--- config.mk ---
export PLATFORM = sky130hd
export DESIGN_NAME = player_input_capture
export DESIGN_NICKNAME = d
export VERILOG_FILES = /design/src/rtl/simon_pkg.sv /design/src/rtl/sw_debounce.sv /design/src/rtl/player_input_capture.sv
export SDC_FILE = /design/constraint.sdc
export NUM_CORES = 1
export LEC_CHECK = 0
export ABC_AREA = 0
export CAP_MARGIN = 20
export CORE_MARGIN = 2
export CORE_UTILIZATION = 61
export CTS_CLUSTER_DIAMETER = 30
export CTS_CLUSTER_SIZE = 8
export DETAILED_ROUTE_END_ITERATION = 8
export PLACE_DENSITY = 0.84
export SETUP_SLACK_MARGIN = 0.1
export SYNTH_ARGS = -nofsm -noshare
export SYNTH_HDL_FRONTEND = slang
export SYNTH_SLANG_ARGS = --single-unit
--- constraint.sdc ---
create_clock -name clk -period 5.46 [get_ports clk]
set_input_delay 0.819 -clock clk [delete_from_list [all_inputs] [get_ports clk]]
set_output_delay 0.819 -clock clk [all_outputs]
set_load 0.005 [all_outputs]
--- src/rtl/simon_pkg.sv ---
// Shared Simon Says types, defaults and helpers for the input capture and comparator blocks.
package simon_pkg;

  localparam int unsigned NSwDefault = 4;
  localparam int unsigned MaxSw      = 32;

  typedef enum logic [0:0] {
    IDLE,
    HELD
  } state_e;

  function automatic int unsigned popcount(input logic [MaxSw-1:0] v);
    int unsigned n;
    n = 0;
    for (int i = 0; i < MaxSw; i++) begin
      n = n + {31'b0, v[i]};
    end
    return n;
  endfunction

endpackage

--- src/rtl/sw_debounce.sv ---
// Two-flop synchroniser followed by a per-vector debounce: the synchronised switch vector must
// hold still for DEBOUNCE_CYCLES cycles before it is published on stable.
module sw_debounce
  import simon_pkg::*;
#(
  parameter int unsigned N_SW            = NSwDefault,
  parameter int unsigned DEBOUNCE_CYCLES = 16
) (
  input  logic            clk,
  input  logic            reset,
  input  logic [N_SW-1:0] sw,
  output logic [N_SW-1:0] stable
);

  localparam int unsigned    CntW   = $clog2(DEBOUNCE_CYCLES);
  localparam logic [CntW-1:0] CntMax = CntW'(DEBOUNCE_CYCLES - 1);

  logic [N_SW-1:0] sync1_q, sync_q, cand_q, stable_q;
  logic [CntW-1:0] cnt_q;

  always_ff @(posedge clk) begin
    if (reset) begin
      sync1_q  <= '0;
      sync_q   <= '0;
      cand_q   <= '0;
      cnt_q    <= '0;
      stable_q <= '0;
    end else begin
      sync1_q <= sw;
      sync_q  <= sync1_q;
      if (sync_q != cand_q) begin
        cand_q <= sync_q;
        cnt_q  <= '0;
      end else if (cnt_q == CntMax) begin
        stable_q <= cand_q;
      end else begin
        cnt_q <= cnt_q + 1'b1;
      end
    end
  end

  assign stable = stable_q;

endmodule

--- src/rtl/player_input_capture.sv ---
// Turns debounced switch gestures into entries and queues them in a first-word fall-through
// FIFO for the sequence comparator.
module player_input_capture
  import simon_pkg::*;
#(
  parameter int unsigned N_SW            = NSwDefault,
  parameter int unsigned DEBOUNCE_CYCLES = 16,
  parameter int unsigned DEPTH           = 4,
  parameter bit          ONEHOT_ONLY     = 1'b1
) (
  input  logic                       clk,
  input  logic                       reset,
  input  logic                       enable,
  input  logic                       flush,
  input  logic [N_SW-1:0]            sw,
  output logic [N_SW-1:0]            led,
  output logic [N_SW-1:0]            entry_data,
  output logic                       entry_valid,
  input  logic                       entry_ready,
  output logic [$clog2(DEPTH+1)-1:0] count,
  output logic                       invalid,
  output logic                       overflow
);

  localparam int unsigned     CntW    = $clog2(DEPTH + 1);
  localparam int unsigned     PtrW    = $clog2(DEPTH);
  localparam logic [CntW-1:0] Full    = CntW'(DEPTH);
  localparam logic [PtrW-1:0] PtrLast = PtrW'(DEPTH - 1);

  logic [N_SW-1:0] stable;

  sw_debounce #(
    .N_SW           (N_SW),
    .DEBOUNCE_CYCLES(DEBOUNCE_CYCLES)
  ) u_debounce (
    .clk   (clk),
    .reset (reset),
    .sw    (sw),
    .stable(stable)
  );

  state_e          state_q, state_d;
  logic [N_SW-1:0] pat_q, pat_d, led_q, led_d;
  logic            bad_q, bad_d, invalid_q, invalid_d;
  logic            push, pop, full, wr_en;

  always_comb begin
    state_d   = state_q;
    pat_d     = pat_q;
    bad_d     = bad_q;
    led_d     = led_q;
    invalid_d = 1'b0;
    push      = 1'b0;
    if (flush || !enable) begin
      state_d = IDLE;
      led_d   = '0;
    end else begin
      case (state_q)
        IDLE: begin
          if (stable != '0) begin
            state_d = HELD;
            pat_d   = stable;
            bad_d   = ONEHOT_ONLY && (popcount(MaxSw'(stable)) > 1);
            led_d   = stable;
          end
        end
        HELD: begin
          if (stable == '0) begin
            state_d   = IDLE;
            led_d     = '0;
            invalid_d = bad_q;
            push      = !bad_q;
          end else if (stable != pat_q) begin
            if (ONEHOT_ONLY) bad_d = 1'b1;
            else             pat_d = pat_q | stable;
            led_d = pat_q | stable;
          end
        end
        default: state_d = IDLE;
      endcase
    end
  end

  always_ff @(posedge clk) begin
    if (reset) begin
      state_q   <= IDLE;
      pat_q     <= '0;
      bad_q     <= 1'b0;
      led_q     <= '0;
      invalid_q <= 1'b0;
    end else begin
      state_q   <= state_d;
      pat_q     <= pat_d;
      bad_q     <= bad_d;
      led_q     <= led_d;
      invalid_q <= invalid_d;
    end
  end

  logic [N_SW-1:0] mem_q [DEPTH];
  logic [PtrW-1:0] rd_q, wr_q;
  logic [CntW-1:0] count_q;
  logic            overflow_q;

  assign full        = (count_q == Full);
  assign entry_valid = (count_q != '0);
  assign pop         = entry_valid && entry_ready;
  // A full FIFO still accepts a push when the head leaves in the same cycle.
  assign wr_en       = push && (!full || pop);

  always_ff @(posedge clk) begin
    if (reset || flush) begin
      rd_q       <= '0;
      wr_q       <= '0;
      count_q    <= '0;
      overflow_q <= 1'b0;
    end else begin
      if (wr_en) wr_q <= (wr_q == PtrLast) ? '0 : wr_q + 1'b1;
      if (pop)   rd_q <= (rd_q == PtrLast) ? '0 : rd_q + 1'b1;
      if (wr_en && !pop)      count_q <= count_q + 1'b1;
      else if (pop && !wr_en) count_q <= count_q - 1'b1;
      if (push && full && !pop) overflow_q <= 1'b1;
    end
  end

  always_ff @(posedge clk) begin
    if (!reset && !flush && wr_en) mem_q[wr_q] <= pat_q;
  end

  assign led        = led_q;
  assign entry_data = entry_valid ? mem_q[rd_q] : '0;
  assign count      = count_q;
  assign invalid    = invalid_q;
  assign overflow   = overflow_q;

endmodule

**After elaboration in Yosys (flattened, before gate mapping)**

Memory sizes are Yosys's and may differ from the RTL's. A register that Yosys moved wholly into a read port is not among the register bits.
Index checks and enable logic that the tools add are counted.

- Flip-flop bits (word level): 39
- RAM bits: 16
- Input bits: 9
- Output and inout port bits: 14
- Word-level logic and storage cells: 92
- Memories kept: 1

- Add/sub/neg operators: 8
- Order comparisons: 1
- Eq/ne operators: 10
- Multiplexer cells: 24
- Bitwise logic cells: 5
- Reductions and logical operators: 29

Memory list:

| memory | depth | bits a word | rd ports | clocked after Yosys merged registers in | write ports | RTL line | text |
|---|---|---|---|---|---|---|---|
| mem_q | 4 | 4 | 1 | 1 | 1 | player_input_capture.sv:100 | `logic [N_SW-1:0] mem_q [DEPTH];` |

Operator list:

| operator | count |
|---|---|
| 4-bit 2-to-1 mux | 5 |
| 1-bit 2-to-1 mux | 10 |
| 1-bit logical AND | 8 |
| 2-bit 2-to-1 mux | 4 |
| 4-bit inequality test | 2 |
| 4-bit one-hot mux with 2 select lines | 1 |
| 1-bit logical NOT | 7 |
| 3-bit 2-to-1 mux | 2 |
| 2-bit by 1-bit adder with 2-bit output, second input constant | 2 |
| 3-bit by 1-bit adder with 4-bit output | 1 |
| 4-bit by 1-bit adder with 4-bit output, second input constant | 1 |
| 2-bit equality test, second input constant | 2 |
| 4-bit equality test, second input constant | 1 |
| 4-bit by 1-bit > comparator with 1-bit output, second input constant | 1 |
| 4-bit logical NOT | 1 |
| 2-bit inequality test, second input constant | 2 |
| 1-bit NOT | 4 |
| 4-bit OR | 1 |
| 1-bit one-hot mux with 2 select lines | 2 |
| 2-bit AND reduction | 2 |
| 4-bit AND reduction | 1 |
| 4-bit nonzero test | 1 |
| 2-bit OR reduction | 2 |
| 4-bit OR reduction | 1 |
| other kinds (11) | 13 |

**Depth between registers and ports, before layout**

- Word-level depth: 9
- Gate-level depth with buffers: 11
- Gate-level depth less buffers: 10

**Cells and area by module**

From an unflattened synthesis, not the netlist that was laid out.

- Cells, all modules: 223
- Area, all modules: 2476.1 sq um

Modules (own cells, without submodules):

| module | times used | cells an instance | area an instance (sq um) |
|---|---|---|---|
| player_input_capture | 1 | 156 | 1756.7 |
| sw_debounce | 1 | 67 | 719.4 |

**Worst setup path before layout**

OpenSTA, ideal clock, no wires.

- Path kind: flip-flop to flip-flop
- Start: reg u_debounce.stable_q[0] (netlist: u_debounce.stable[0])
- End: reg count_q[2] (netlist: count[2])
- Library setup time: 0.070 ns
- Arrival: 2.699 ns
- Required time: 5.390 ns
- Path slack: 2.691 ns
- Cell stages (with the launch flop): 12
- Clock period less this slack: 2.769 ns
- Cell sequence: dfxtp_1 > inv_1 > ha_1 > or3b_1 > buf_6 > nor4_4 > ha_1 > inv_1 > fa_1 > xor2_1 > or3_1 > a21oi_1

- Cells in the longest elaborated chain, start to end: 8

RTL lines:

| element | RTL line | text |
|---|---|---|
| start, declared | sw_debounce.sv:18 | `logic [N_SW-1:0] sync1_q, sync_q, cand_q, stable_q;` |
| start signal, assigned | sw_debounce.sv:35 | `stable_q <= cand_q;` |
| 4-bit logical NOT * | player_input_capture.sv:68 | `if (stable == '0) begin` |
| 1-bit 2-to-1 mux * | player_input_capture.sv:68 |  |
| 1-bit 2-to-1 mux * | player_input_capture.sv:58 | `case (state_q)` |
| 1-bit 2-to-1 mux * | player_input_capture.sv:54 | `if (flush \|\| !enable) begin` |
| 1-bit logical AND * | player_input_capture.sv:109 | `assign wr_en = push && (!full \|\| pop);` |
| named net wr_en | player_input_capture.sv:45 | `logic push, pop, full, wr_en;` |
| 1-bit logical NOT | player_input_capture.sv:121 | `else if (pop && !wr_en) count_q <= count_q - 1'b1;` |
| 1-bit logical AND | player_input_capture.sv:121 |  |
| 2-bit nonzero test (no line) | -- |  |
| end signal, assigned | player_input_capture.sv:120 | `if (wr_en && !pop) count_q <= count_q + 1'b1;` |
| end signal, assigned | player_input_capture.sv:121 |  |
| end, declared | player_input_capture.sv:102 | `logic [CntW-1:0] count_q;` |

Mark *: on every way through the listed nets, which the timed path passes. The rest lies on a longest branch.
A chain may end at the register's enable or synchronous reset.

**Worst setup path in the final report**

Same ends and word-level chain as after synthesis.

==> impl_results.md <==
* RSZ-0062 raised after global routing: false
* Seq/Total Area, Yosys at 52.37%
* Synth area leader: dfxtp_1
* Insertion delay to the later sink of the worst-skew pair at 0.32 ns
* Max-cap check violation count at 0
* Synthesized instance count at 230
* HPWL after detailed placement at 3165 um
* Initial antenna violation count at 0
* Top cells by area, synth: dfxtp_1, edfxtp_1, ha_1
* Clock buffer depth at 2
* # DRC at 0
* Max incr delay on CP at 0.52 ns
* TritonCTS buffer count at 9
* Die H at 67.83 um
* Post-synth top flop: dfxtp_1
* Wire per inst at 14.25 um
* Setup Fix Bufs, Post-CTS at 0
* Depth of the worst register-to-register path at 10
* Drt via density at 5.343
* Gr usage total at 22.01%
* Hold Crit Class: register to register
* Synth Cell Area at 0.002485 mm^2
* Sequential Area at 0.001301 mm^2
* Critical path endpoint category: register
* End of the worst register-to-register path: count[2]$_SDFFE_PP0P_
* VDD IR-drop max at 0.0002068 V
* TNS Setup at 0 ns
* Post-route minimum period at 3.030 ns
* Post-cts repair resize count at 0
* Clock-pin slew on the worst setup and hold paths at 0.06 ns
* ANT cells at 0
* Crit start category: register
* TritonCTS clock tree: built
* # rows at 23
* Multi-input logic area at 0.001090 mm^2
* Hold buffer count at cts at 0
* Top cell type's share of synthesized area at 33.03%
* Crit share post-route at 55.50%
* CP delay by family, top: simple AND/OR/NAND/NOR gates
* Slowest-stage cell, CP: or3b_1
* Layout area overhead at 17.47%
* H-Tree Depth at 3
* HP Start: u_debounce.sync1_q[1]$_SDFF_PP0_
* Detailed Routing Iterations Pass 1 at 4
* EDFF count, synth at 16
* Pins Over Slew Limit at 0
* Fmax at 330.0 MHz
* Via count at 1651
* GPL Wtd Cong at 0.8248
* Final Hold Fails at 0
* Worst Hold Path Cells at 1
* Die Wd at 67.83 um
* Die area at 0.004600 mm^2
* Finish-stage setup viols at 0
* Slew margin rel. at 32.50%
* Number of distinct library cells after synthesis at 36
* Share of synthesized registers carrying an async set or reset at 0%
* Clock skew at 0.005768 ns
* Final #Nets at 277
* Syn Nets at 253
* Run status: completed
* Leakage power at 1.038 nW
* Total power at 0.8318 mW
* Required @ worst endpoint at 5.72 ns
* Worst-margin pin slew at 1.003 ns
* Port Buffers at 22
* Register-to-register setup slack at 2.43 ns
* PwrDens at 284.9 mW/mm^2
* Wire length after detailed routing at 4402 um
* Placeable Area at 0.003971 mm^2
* Kind of critical path: register to register
* Clock Sink Count at 57
* Largest net degree at the start of global routing at 30
* Number of fill cells at 285
* Worst-path fanout max at 8
* Ys Warns at 0
* DRT antenna net count at 0
* Layout cells sized above 1 at 10.04%
* Reg2reg start: u_debounce.stable[0]$_SDFFE_PP0P_
* #FFs+latches synth at 57
* CP Buf/Inv Count at 2
* I/O Pins at 23
* CP Cell Sequence: inv_1 -> ha_1 -> or3b_1 -> nor4_4 -> ha_1 -> inv_1 -> fa_1 -> xor2_1 -> or3_1 -> a21oi_1
* First-pass GRT wire length at 7210 um
* Gr ovfl total at 0
* Crit path DAT at 3.29 ns
* CTS root buffer: clkbuf_8
* Avg Inst Size Synth at 10.80 um^2
* Worst Hold Endpoint: u_debounce.sync_q[1]$_SDFF_PP0_
* Initial Utilization at 62.57%
* Vias in the first global route at 1549
* DR iter-0 viols at 76
per-stage QoR:
| stage | setup slack (ns) | area [um^2] | hold slack (ns) | std cells | util (%) |
|---|---|---|---|---|---|
| global placement | 2.257 | 2726 | 0.4161 | 293 | 68.65 |
| CTS | 2.420 | 2919 | 0.4365 | 309 | 73.50 |
| floorplan | 2.691 | 2485 | 0.4138 | 230 | - |
| detailed placement | 2.155 | 2726 | 0.4218 | 293 | 68.65 |
| finish | 2.430 | 2919 | 0.4351 | 309 | 73.50 |
| global route | 2.206 | 2919 | 0.4529 | 309 | 73.50 |
state kept, by name (all words and copies together), names as in the netlist, named ones only:
register	count
led	4
mem_q	16
invalid	1
u_debounce.sync_q	4
count	3
state_q	1
rd_q	2
bad_q	1
u_debounce.cand_q	4
pat_q	4
u_debounce.sync1_q	4
wr_q	2
u_debounce.cnt_q	4
u_debounce.stable	4
overflow	1
routing by layer:
| layer | GRT usage [%] | wire length, um | part of all wire [%] | vias up |
|---|---|---|---|---|
| met3 | 6.414 | 159 | 3.6 | 5 |
| met4 | 8.250 | 46 | 1.0 | 0 |
| met1 | 25.60 | 1958 | 44 | 771 |
| met2 | 38.48 | 2236 | 51 | 33 |
| met5 | 0 | 0 | 0 | - |
| li1 | - | - | - | 842 |
how the worst max path moves through the flow:
stage | cells past startpoint | to | startpoint | slack, ns
after global placement | 9 | count[2]$_SDFFE_PP0P_ | flush | 2.26
after detailed placement | 9 | count[2]$_SDFFE_PP0P_ | flush | 2.16
after global routing | 10 | count[2]$_SDFFE_PP0P_ | u_debounce.stable[0]$_SDFFE_PP0P_ | 2.21
after floorplan | 11 | count[2]$_SDFFE_PP0P_ | u_debounce.stable[0]$_SDFFE_PP0P_ | 2.69
final | 10 | count[2]$_SDFFE_PP0P_ | u_debounce.stable[0]$_SDFFE_PP0P_ | 2.43
after CTS | 10 | count[2]$_SDFFE_PP0P_ | u_debounce.stable[0]$_SDFFE_PP0P_ | 2.42
layout make-up:
class                           count  share of cell area [%]
Tap cell                           50                   2.143
Clock buffer                       14                   6.258
Multi-Input combinational cell    150                   37.33
Sequential cell                    57                   44.58
Clock inverter                      2                  0.3429
Inverter                           14                   1.800
Timing Repair Buffer               22                   7.544
placed cells by master (no fill, tap or decap), types with 3 or more instances in the layout:
master	instances
edfxtp_1	16
nand4_1	4
clkbuf_8	13
or3_1	4
a31oi_1	4
nand3_1	5
dfxtp_1	41
clkdlybuf4s50_1	22
nand2_1	15
xnor2_1	6
nor2b_1	13
and3_2	4
nand2b_1	8
ha_1	12
nor2_1	20
o21ai_0	3
inv_1	14
mux4_2	4
a21oi_1	9
nor3_1	5
mux2i_1	10
and2_1	4
power by group:
part | total (mW) | internal, mW | switching, mW
logic | 0.0224 | 0.0121 | 0.0104
clock network | 0.369 | 0.213 | 0.156
registers | 0.440 | 0.437 | 0.00299
cell usage after synthesis, drive strengths merged, types with 3 or more instances:
library cell,number
dfxtp,41
nor2,20
edfxtp,16
nand2,15
inv,14
nor2b,13
ha,12
mux2i,10
a21oi,9
clkbuf,8
nand2b,8
xnor2,6
nand3,5
nor3,5
a31oi,4
and2,4
and3,4
mux4,4
nand4,4
or3,4
o21ai,3
cells by family (layout without fill, tap and decap cells):
kind of cell / Yosys count / after routing / share of synthesized area [%]
XOR/XNOR: 8 / 8 / 2.820
AO/OA/AOI/OAI: 22 / 22 / 5.387
AND/OR/NAND/NOR: 92 / 92 / 20.34
flip-flops: 57 / 57 / 52.37
multiplexers: 14 / 14 / 7.654
buffers and inverters: 23 / 52 / 3.776
adder cells (fa/ha/maj): 14 / 14 / 7.653
No activity file was read; power rests on OpenSTA's default activity.
